$ cat src/rtl/t5_result_packer.sv
`default_nettype none
// ============================================================================
// Module   : t5_result_packer
// Brief    : Packs 2-bit t_5 results into words, buffers them in a word FIFO
//            and emits each word with its valid-pair count; flush emits a
//            partially filled word.
// Revision : 1.0
// ============================================================================
module t5_result_packer #(
    parameter int PAIRS      = 4,
    parameter int FIFO_DEPTH = 4,
    parameter int CNT_W      = 16
) (
    input  logic                              clk,
    input  logic                              rst_n,
    input  logic                              in_valid,
    output logic                              in_ready,
    input  logic                              po0,
    input  logic                              po1,
    input  logic                              flush,
    output logic                              out_valid,
    input  logic                              out_ready,
    output logic [2*PAIRS-1:0]                out_data,
    output logic [$clog2(PAIRS+1)-1:0]        out_count,
    output logic [$clog2(FIFO_DEPTH+1)-1:0]   fifo_level,
    output logic [CNT_W-1:0]                  pairs_total
);

    localparam int c_cw = $clog2(PAIRS + 1);
    localparam int c_lw = $clog2(FIFO_DEPTH + 1);
    localparam int c_aw = $clog2(FIFO_DEPTH);
    localparam int c_dw = 2 * PAIRS;

    localparam logic [c_cw-1:0] c_last_slot = c_cw'(PAIRS - 1);
    localparam logic [c_lw-1:0] c_depth     = c_lw'(FIFO_DEPTH);

    logic [c_dw-1:0]  r_pack;
    logic [c_cw-1:0]  r_fill;
    logic             r_flush_pending;
    logic [c_dw-1:0]  r_mem_data  [FIFO_DEPTH];
    logic [c_cw-1:0]  r_mem_count [FIFO_DEPTH];
    logic [c_aw-1:0]  r_wr_ptr;
    logic [c_aw-1:0]  r_rd_ptr;
    logic [c_lw-1:0]  r_level;
    logic [CNT_W-1:0] r_total;

    logic             w_full;
    logic             w_empty;
    logic             w_in_ready;
    logic             w_accept;
    logic             w_pop;
    logic [c_dw-1:0]  w_pack_next;
    logic [c_cw-1:0]  w_fill_next;
    logic             w_complete;
    logic             w_flush_push;
    logic             w_flush_done;
    logic             w_push;

    assign w_full     = (r_level == c_depth);
    assign w_empty    = (r_level == '0);
    assign w_in_ready = (r_fill != c_last_slot) || !w_full;
    assign w_accept   = in_valid && w_in_ready;
    assign w_pop      = !w_empty && out_ready;

    always_comb begin
        w_pack_next = r_pack;
        for (int k = 0; k < PAIRS; k++) begin
            if (w_accept && (r_fill == c_cw'(k))) begin
                w_pack_next[2*k +: 2] = {po1, po0};
            end
        end
    end

    assign w_fill_next = r_fill + {{(c_cw-1){1'b0}}, w_accept};
    assign w_complete  = w_accept && (r_fill == c_last_slot);

    // A completing accept already produces the word, so a pending flush
    // only pushes a partial word when the accept did not finish one.
    assign w_flush_push = r_flush_pending && !w_complete && (w_fill_next != '0) && !w_full;
    assign w_flush_done = r_flush_pending && (w_complete || w_flush_push || (w_fill_next == '0));
    assign w_push       = w_complete || w_flush_push;

    always_ff @(posedge clk or negedge rst_n) begin
        if (!rst_n) begin
            r_pack          <= '0;
            r_fill          <= '0;
            r_flush_pending <= 1'b0;
        end else begin
            if (w_push) begin
                r_pack <= '0;
                r_fill <= '0;
            end else begin
                r_pack <= w_pack_next;
                r_fill <= w_fill_next;
            end

            if (w_flush_done) begin
                r_flush_pending <= 1'b0;
            end else if (flush) begin
                r_flush_pending <= 1'b1;
            end
        end
    end

    always_ff @(posedge clk or negedge rst_n) begin
        if (!rst_n) begin
            for (int i = 0; i < FIFO_DEPTH; i++) begin
                r_mem_data[i]  <= '0;
                r_mem_count[i] <= '0;
            end
            r_wr_ptr <= '0;
            r_rd_ptr <= '0;
            r_level  <= '0;
        end else begin
            if (w_push) begin
                r_mem_data[r_wr_ptr]  <= w_pack_next;
                r_mem_count[r_wr_ptr] <= w_fill_next;
                r_wr_ptr              <= r_wr_ptr + c_aw'(1);
            end
            if (w_pop) begin
                r_rd_ptr <= r_rd_ptr + c_aw'(1);
            end
            case ({w_push, w_pop})
                2'b10:   r_level <= r_level + c_lw'(1);
                2'b01:   r_level <= r_level - c_lw'(1);
                default: r_level <= r_level;
            endcase
        end
    end

    always_ff @(posedge clk or negedge rst_n) begin
        if (!rst_n) begin
            r_total <= '0;
        end else if (w_accept && (r_total != '1)) begin
            r_total <= r_total + CNT_W'(1);
        end
    end

    assign in_ready    = w_in_ready;
    assign out_valid   = !w_empty;
    assign out_data    = w_empty ? '0 : r_mem_data[r_rd_ptr];
    assign out_count   = w_empty ? '0 : r_mem_count[r_rd_ptr];
    assign fifo_level  = r_level;
    assign pairs_total = r_total;

endmodule
`default_nettype wire

$ cat config.mk
export PLATFORM = sky130hd
export DESIGN_NAME = t5_result_packer
export DESIGN_NICKNAME = d
export VERILOG_FILES = /design/src/rtl/t5_result_packer.sv
export SDC_FILE = /design/constraint.sdc
export NUM_CORES = 1
export LEC_CHECK = 0
export CAP_MARGIN = 25
export CORE_ASPECT_RATIO = 2
export CORE_MARGIN = 2
export CORE_UTILIZATION = 51
export CTS_CLUSTER_SIZE = 30
export DETAILED_ROUTE_END_ITERATION = 8
export PLACE_DENSITY = 0.76
export SLEW_MARGIN = 20
export SYNTH_ARGS = -nofsm -noshare
export SYNTH_HDL_FRONTEND = slang
export SYNTH_SLANG_ARGS = --single-unit
export TNS_END_PERCENT = 20
$ cat constraint.sdc
create_clock -name clk -period 3.5 [get_ports clk]
set_clock_uncertainty 0.1 [all_clocks]
set_input_delay 0.35 -clock clk [delete_from_list [all_inputs] [get_ports clk]]
set_output_delay 0.35 -clock clk [all_outputs]
set_load 0.005 [all_outputs]
==> After elaboration in Yosys (flattened, before gate mapping) <==
Index checks and enable logic that the tools add are counted.
{ "word_totals": {"ff_bits": 79, "inputBits": 7, "output_inout_bits": 32, "wordCells": 81} }
{ "op_classes": {"addsub": 6, "n_lt_le_gt_ge": 3, "eq_ne": 8, "n_mux": 23, "bitwise": 2, "n_reduce_logical": 24} }
{ "ops": {"columns": ["cell", "count"], "rows": [
  ["$mux W8", 5],
  ["$bwmux W32", 1],
  ["$add A16 B1 Y16 const B", 1],
  ["$bmux W8 S2", 1],
  ["$demux W8 S2", 1],
  ["$ne A16 B16 Y1 const B", 1],
  ["$mux W3", 5],
  ["$bwmux W12", 1],
  ["$logic_and A1 B1 Y1", 12],
  ["$logic_not A3 Y1", 3],
  ["$mux W2", 4],
  ["$bmux W3 S2", 1],
  ["$demux W3 S2", 1],
  ["$eq A3 B2 Y1 const B", 2],
  ["$ge A3 B3 Y1 const B", 2],
  ["$not A2 Y3", 2],
  ["$pmux W3 S2", 1],
  ["$add A2 B1 Y2 const B", 2],
  ["$reduce_bool A2 Y1", 2],
  ["$add A3 B1 Y3", 1],
  ["$add A3 B1 Y3 const B", 1],
  ["$eq A3 B1 Y1 const B", 1],
  ["$eq A3 B3 Y1 const B", 1],
  ["$logic_not A1 Y1", 3],
  ["other kinds (8)", 11]
]} }

==> Logic depth before layout (Yosys ltp) <==
{ "depth": {"ltp_word": 13, "ltp_mapped": 18, "depth_no_buf": 15} }

==> Worst setup path before layout <==
OpenSTA, ideal clock, no wires.
{ "synth_path": {"path_kind": "reg2reg", "startpoint": "register r_level[1], in the netlist fifo_level[1]", "endpoint": "register r_level[2], in the netlist fifo_level[2]", "setup_time_ps": 79, "t_arrival_ps": 3494, "t_required_ps": 3321, "setup_slack_ps": -173, "path_stages_with_launch": 18, "n_path_buf": 3, "period_less_slack_ps": 3673, "cell_sequence": "dfrtp_1 > or3b_1 > buf_6 > o21ai_1 > buf_2 > inv_1 > ha_1 > ha_1 > o31ai_4 > a21boi_2 > buf_2 > inv_1 > ha_1 > inv_1 > fa_1 > xor2_1 > nor2_1 > xor2_1"} }
{ "synth_between": {"elab_cells_between_ends": 21, "classes_between": "add/sub (3); eq/ne (3); mux (1); reduce/logical (14)"} }
{ "synth_rtl": {"columns": ["element", "line_no", "rtl"], "rows": [
  ["start: declaration", "44", "logic [c_lw-1:0] r_level;"],
  ["start signal: assignment", "124", "2'b10: r_level <= r_level + c_lw'(1);"],
  ["start signal: assignment", "125", "2'b01: r_level <= r_level - c_lw'(1);"],
  ["start signal: assignment", "126", "default: r_level <= r_level;"],
  ["$eq A3 B3 Y1 *", "59", "assign w_full = (r_level == c_depth);"],
  ["$logic_not A1 Y1 *", "61", "assign w_in_ready = (r_fill != c_last_slot) || !w_full;"],
  ["$logic_or A1 B1 Y1 *", "61", null],
  ["$logic_and A1 B1 Y1 *", "62", "assign w_accept = in_valid && w_in_ready;"],
  ["$add A3 B1 Y3 *", "74", "assign w_fill_next = r_fill + {{(c_cw-1){1'b0}}, w_accept};"],
  ["via w_fill_next[1]", "53", "logic [c_cw-1:0] w_fill_next;"],
  ["$reduce_bool A3 Y1 *", "79", "assign w_flush_push = r_flush_pending && !w_complete && (w_fill_next != '0) && !w_full;"],
  ["$logic_and A1 B1 Y1 * (2 in a row)", "79", null],
  ["$logic_or A1 B1 Y1 *", "81", "assign w_push = w_complete || w_flush_push;"],
  ["$eq A2 B1 Y1 / $eq A2 B2 Y1 (equally long branches)", "123", "case ({w_push, w_pop})"],
  ["$pmux W3 S2 / $reduce_bool A2 Y1 (equally long branches)", null, null]
]} }
The timed path passes the listed nets; every way through them passes the cells marked *.
A chain may end at the register's enable or synchronous reset.

==> Worst setup path after layout <==
{ "layout_path": {"startpoint": "register r_level[0], in the netlist fifo_level[0]", "endpoint": "register r_level[2], in the netlist fifo_level[2]"} }
{ "layout_between": {"elab_chain_len": 12, "elab_cells_between_ends": 21, "classes_between": "add/sub (3); eq/ne (3); mux (1); reduce/logical (14)"} }
{ "layout_lines": {"columns": ["element"], "rows": [
  ["parallel branches: the longest is 12 deep, another holds $add A3 B1 Y3"]
]} }
Parallel ways; which one is timed is not known.

==> summary.txt <==
STATUS
------------------------------------------------------------------------------------
Run status                                                              complete, but fails checks
Violated checks                                                         negative hold slack

CRITICAL PATH
------------------------------------------------------------------------------------
Worst path bufs/invs                                                               3
Worst-path maximum fanout                                                          6
Crit path max-delay family                                               adder cells
Slowest Stage Delay on Critical Path                                          460 ps
Path type of the worst setup path                                            reg2reg
Cells on worst reg2reg path                                                       15
Kind of end point of the critical path                                     flip-flop
Cell with the largest stage delay on the worst path                     sky130_fd_sc_hd__or3b_1
Startpoint of the worst setup timing path                               fifo_level[0]$_DFFE_PN0P_
Data arrival time at the worst-slack endpoint                                3320 ps
Flop2flop setup slack                                                         330 ps
Worst Path Required                                                          3650 ps
Crit Reg-Reg Startpoint                                                 fifo_level[0]$_DFFE_PN0P_
Reg-to-Reg End                                                          fifo_level[2]$_DFFE_PN0P_
Worst setup SP type                                                        flip-flop
Critical Path, Cell by Cell                                             or3b_1, o21ai_4, inv_1, ha_2, ha_4, xor2_4, o31ai_4, a21boi_2, inv_1, ha_2, inv_1, fa_2, xor2_1, nor2_1, xor2_1
Most Frequent Cell on Critical Path                                     sky130_fd_sc_hd__inv_1

DRT
------------------------------------------------------------------------------------
Via density per instance                                                       5.702
Antenna Violating Nets Remaining                                                   0
Total wire length after detailed routing                                    7.840 mm
First-iteration detailed-routing DRC count                                       129
Number of remaining DRC errors                                                     0
Final routed wire length divided by cell count                              18.53 um
Detailed Routing Iterations Pass 1                                                 4
Count of vias placed by the detailed router                                     2412

TIMING
------------------------------------------------------------------------------------
Max-slew violation count                                                           0
Share of the clock period used by the worst path                              90.62%
Maximum operating frequency                                                315.3 MHz
Minimum clock period                                                         3172 ps
Worst slew margin                                                             52.81%
Hold slack                                                                 -60.33 ps
Worst Tran Pin Value                                                        707.9 ps
Setup repair after global routing missed its margin                               no
Worst path setup slack after routing                                        328.3 ps
Final hold viol count                                                             79
Final setup viols                                                                  0
Final-layout setup total negative slack                                         0 ps

CTS
------------------------------------------------------------------------------------
Max clock buf depth                                                                2
PostCTS Resize Cnt                                                                 0
TritonCTS clock tree                                                            done
Clock transition at the registers of the reported paths                        50 ps
Number of hold buffers added after CTS                                             0
CTS sink count                                                                    79
Clock latency reported for the late side of the worst-skew pair               330 ps
Buffer count from post-CTS setup fixing                                            0
Clk Tree Root Cell                                                      sky130_fd_sc_hd__clkbuf_16
Maximum level of the CTS H-tree                                                    3
TritonCTS Buffers                                                                  9

SYNTHESIS
------------------------------------------------------------------------------------
Count of mapped cells out of synthesis                                           280
Average footprint of a synthesized cell                                  13.64 sq um
Sequential-to-total area share from yosys stat                                51.77%
Number of different library cells in the post-synthesis netlist                   42
Leading register cell type out of synthesis                             sky130_fd_sc_hd__dfrtp_1
Number of flops mapped to enable cells by yosys                                    0
Synthesis-stage register bit count                                                79
Net count after synthesis                                                        296
Cell area after technology mapping                                        3819 sq um
Share of flip-flops with an asynchronous set or reset after synthesis         100.0%
YS warnings                                                                        0

CELLS AND AREA
------------------------------------------------------------------------------------
Share of post-route cells with drive strength above 1                         29.31%
Final layout net count                                                           344
Antenna Diode Count                                                                0
Post-synthesis to final-layout area growth                                    21.43%
Non-filler cells, final                                                          423

GRT
------------------------------------------------------------------------------------
Global routing usage summed across all routing layers                         21.44%
Antenna violations before repair                                                   0
Remaining global-route overflow                                                    0
Global-route wire length before repair                                      13.12 mm
Largest net degree at the start of global routing                                 80
Vias in the first global route                                                  2591

PWR
------------------------------------------------------------------------------------
Overall power after layout                                                  3.980 mW
Peak supply drop                                                         0.0004389 V
Standby leakage power                                                       2.128 nW
Pwr/cell area                                                           858.4 nW/um^2

PLACED DESIGN
------------------------------------------------------------------------------------
Worst-case setup slack after placement                                      318.0 ps
PortBufs                                                                          38
HPWL after detailed placement                                               5.436 mm
Placed cell count                                                                409
Routability congestion estimate                                               0.7449

FLOORPLANNING
------------------------------------------------------------------------------------
Die X-Extent                                                                65.19 um
Io pins                                                                           39
Die boundary height                                                         126.4 um
Die outline area                                                          8237 sq um
Initial cell density of the core                                              52.55%
Site row count                                                                    44
Core area                                                                 7267 sq um

MIN PATH
------------------------------------------------------------------------------------
Worst min path class                                                        in2async

JOB
------------------------------------------------------------------------------------
Max-cap violation count                                                            0

[cell type report]
cell class / count / area, sq um
multi-input combinational: 181 / 1789
clock buffer: 13 / 260.3
sequential: 79 / 1977
fill: 570 / 2630
inverter: 9 / 33.78
timing repair buffer: 48 / 456.7
tap: 92 / 115.1
clock inverter: 1 / 5.005
[cells in the mapped netlist, drive strengths merged (2+ instances only)]
library cell,number,area (sq um)
inv,9,33.78
ha,8,100.1
mux4,11,247.7
nand4,3,18.77
nand2,13,48.80
buf,10,65.06
and2,13,81.33
nor3,7,35.03
and3,2,12.51
nor4,5,31.28
nand3,3,15.01
nor2,6,22.52
xor2,18,157.7
nor3b,3,22.52
mux2,55,656.9
dfrtp,79,1977
nand4b,2,23.77
xnor2,3,26.28
a21oi,4,20.02
nor2b,11,76.32
[worst reg2reg max path, cell delays in order (launching register included)]
cell and delay (ps):
sky130_fd_sc_hd__dfrtp_1 420, sky130_fd_sc_hd__or3b_1 460, sky130_fd_sc_hd__o21ai_4 150, sky130_fd_sc_hd__inv_1 60
sky130_fd_sc_hd__ha_2 180, sky130_fd_sc_hd__ha_4 170, sky130_fd_sc_hd__xor2_4 180, sky130_fd_sc_hd__o31ai_4 210
sky130_fd_sc_hd__a21boi_2 90, sky130_fd_sc_hd__inv_1 60, sky130_fd_sc_hd__ha_2 180, sky130_fd_sc_hd__inv_1 50
sky130_fd_sc_hd__fa_2 330, sky130_fd_sc_hd__xor2_1 150, sky130_fd_sc_hd__nor2_1 140, sky130_fd_sc_hd__xor2_1 170
[worst max-delay path by stage]
stage / end / slack, ps / depth (start not counted)
after floorplan: fifo_level[2]$_DFFE_PN0P_ / 40 / 18
after detailed placement: fifo_level[2]$_DFFE_PN0P_ / 320 / 15
after global placement: fifo_level[2]$_DFFE_PN0P_ / 450 / 15
after global routing: fifo_level[2]$_DFFE_PN0P_ / 130 / 15
after CTS: fifo_level[2]$_DFFE_PN0P_ / 310 / 15
final: fifo_level[2]$_DFFE_PN0P_ / 330 / 15
[where the power goes]
group	internal [mW]	total, mW	switching [mW]
clock	0.510	0.838	0.329
combinational	0.968	1.65	0.682
sequential	1.24	1.49	0.250
[through the flow]
| stage | instance area [sq um] | hold slack (ps) | util, % |
|---|---|---|---|
| 2_1_floorplan | 3881 | -45.59 | - |
| 3_3_place_gp | 4368 | 364.2 | 60.11 |
| 3_5_place_dp | 4368 | 374.4 | 60.11 |
| 4_1_cts | 4633 | 120.6 | 63.76 |
| 5_1_grt | 4637 | 3.382 | 63.81 |
| 6_report | 4637 | -60.33 | 63.81 |
[per-layer routing]
layer / track usage, % / share of wire [%] / wire length [um]
met5: 0 / 0 / 0
met4: 11.27 / 4.0 / 317
met3: 3.812 / 3.1 / 242
met2: 37.70 / 55 / 4350
met1: 24.09 / 37 / 2929
[cell families (layout without fill, tap and decap cells)]
logic type | count (synthesis) | in the layout | share of synthesized area (%)
flip-flops | 79 | 79 | 51.77
buffers and inverters | 20 | 71 | 2.687
multiplexers | 67 | 67 | 23.95
AO/OA/AOI/OAI | 9 | 9 | 2.064
AND/OR/NAND/NOR | 75 | 75 | 11.57
XOR/XNOR | 21 | 21 | 4.817
adder cells (fa/ha/maj) | 9 | 9 | 3.146
[placed cells by master (no fill, tap or decap), types with 4 or more instances in the layout]
cell / instances
sky130_fd_sc_hd__nor4_1: 5
sky130_fd_sc_hd__ha_1: 5
sky130_fd_sc_hd__mux4_2: 11
sky130_fd_sc_hd__and2_1: 13
sky130_fd_sc_hd__inv_1: 9
sky130_fd_sc_hd__dfrtp_1: 79
sky130_fd_sc_hd__nand2_1: 13
sky130_fd_sc_hd__mux2_1: 4
sky130_fd_sc_hd__clkdlybuf4s50_1: 37
sky130_fd_sc_hd__xor2_1: 17
sky130_fd_sc_hd__mux2_4: 10
sky130_fd_sc_hd__buf_4: 10
sky130_fd_sc_hd__a21oi_1: 4
sky130_fd_sc_hd__nor3_1: 7
sky130_fd_sc_hd__nor2_1: 6
sky130_fd_sc_hd__clkbuf_16: 9
sky130_fd_sc_hd__nor2b_1: 10
sky130_fd_sc_hd__mux2_2: 41
[sequential cells by signal (all words and copies together) (netlist names)]
| register | count |
|---|---|
| fifo_level | 3 |
| r_fill | 3 |
| r_rd_ptr | 2 |
| r_flush_pending | 1 |
| pairs_total | 16 |
| r_pack | 8 |
| r_wr_ptr | 2 |
| r_mem_data | 32 |
| r_mem_count | 12 |
(Power assumes the default switching activity.)
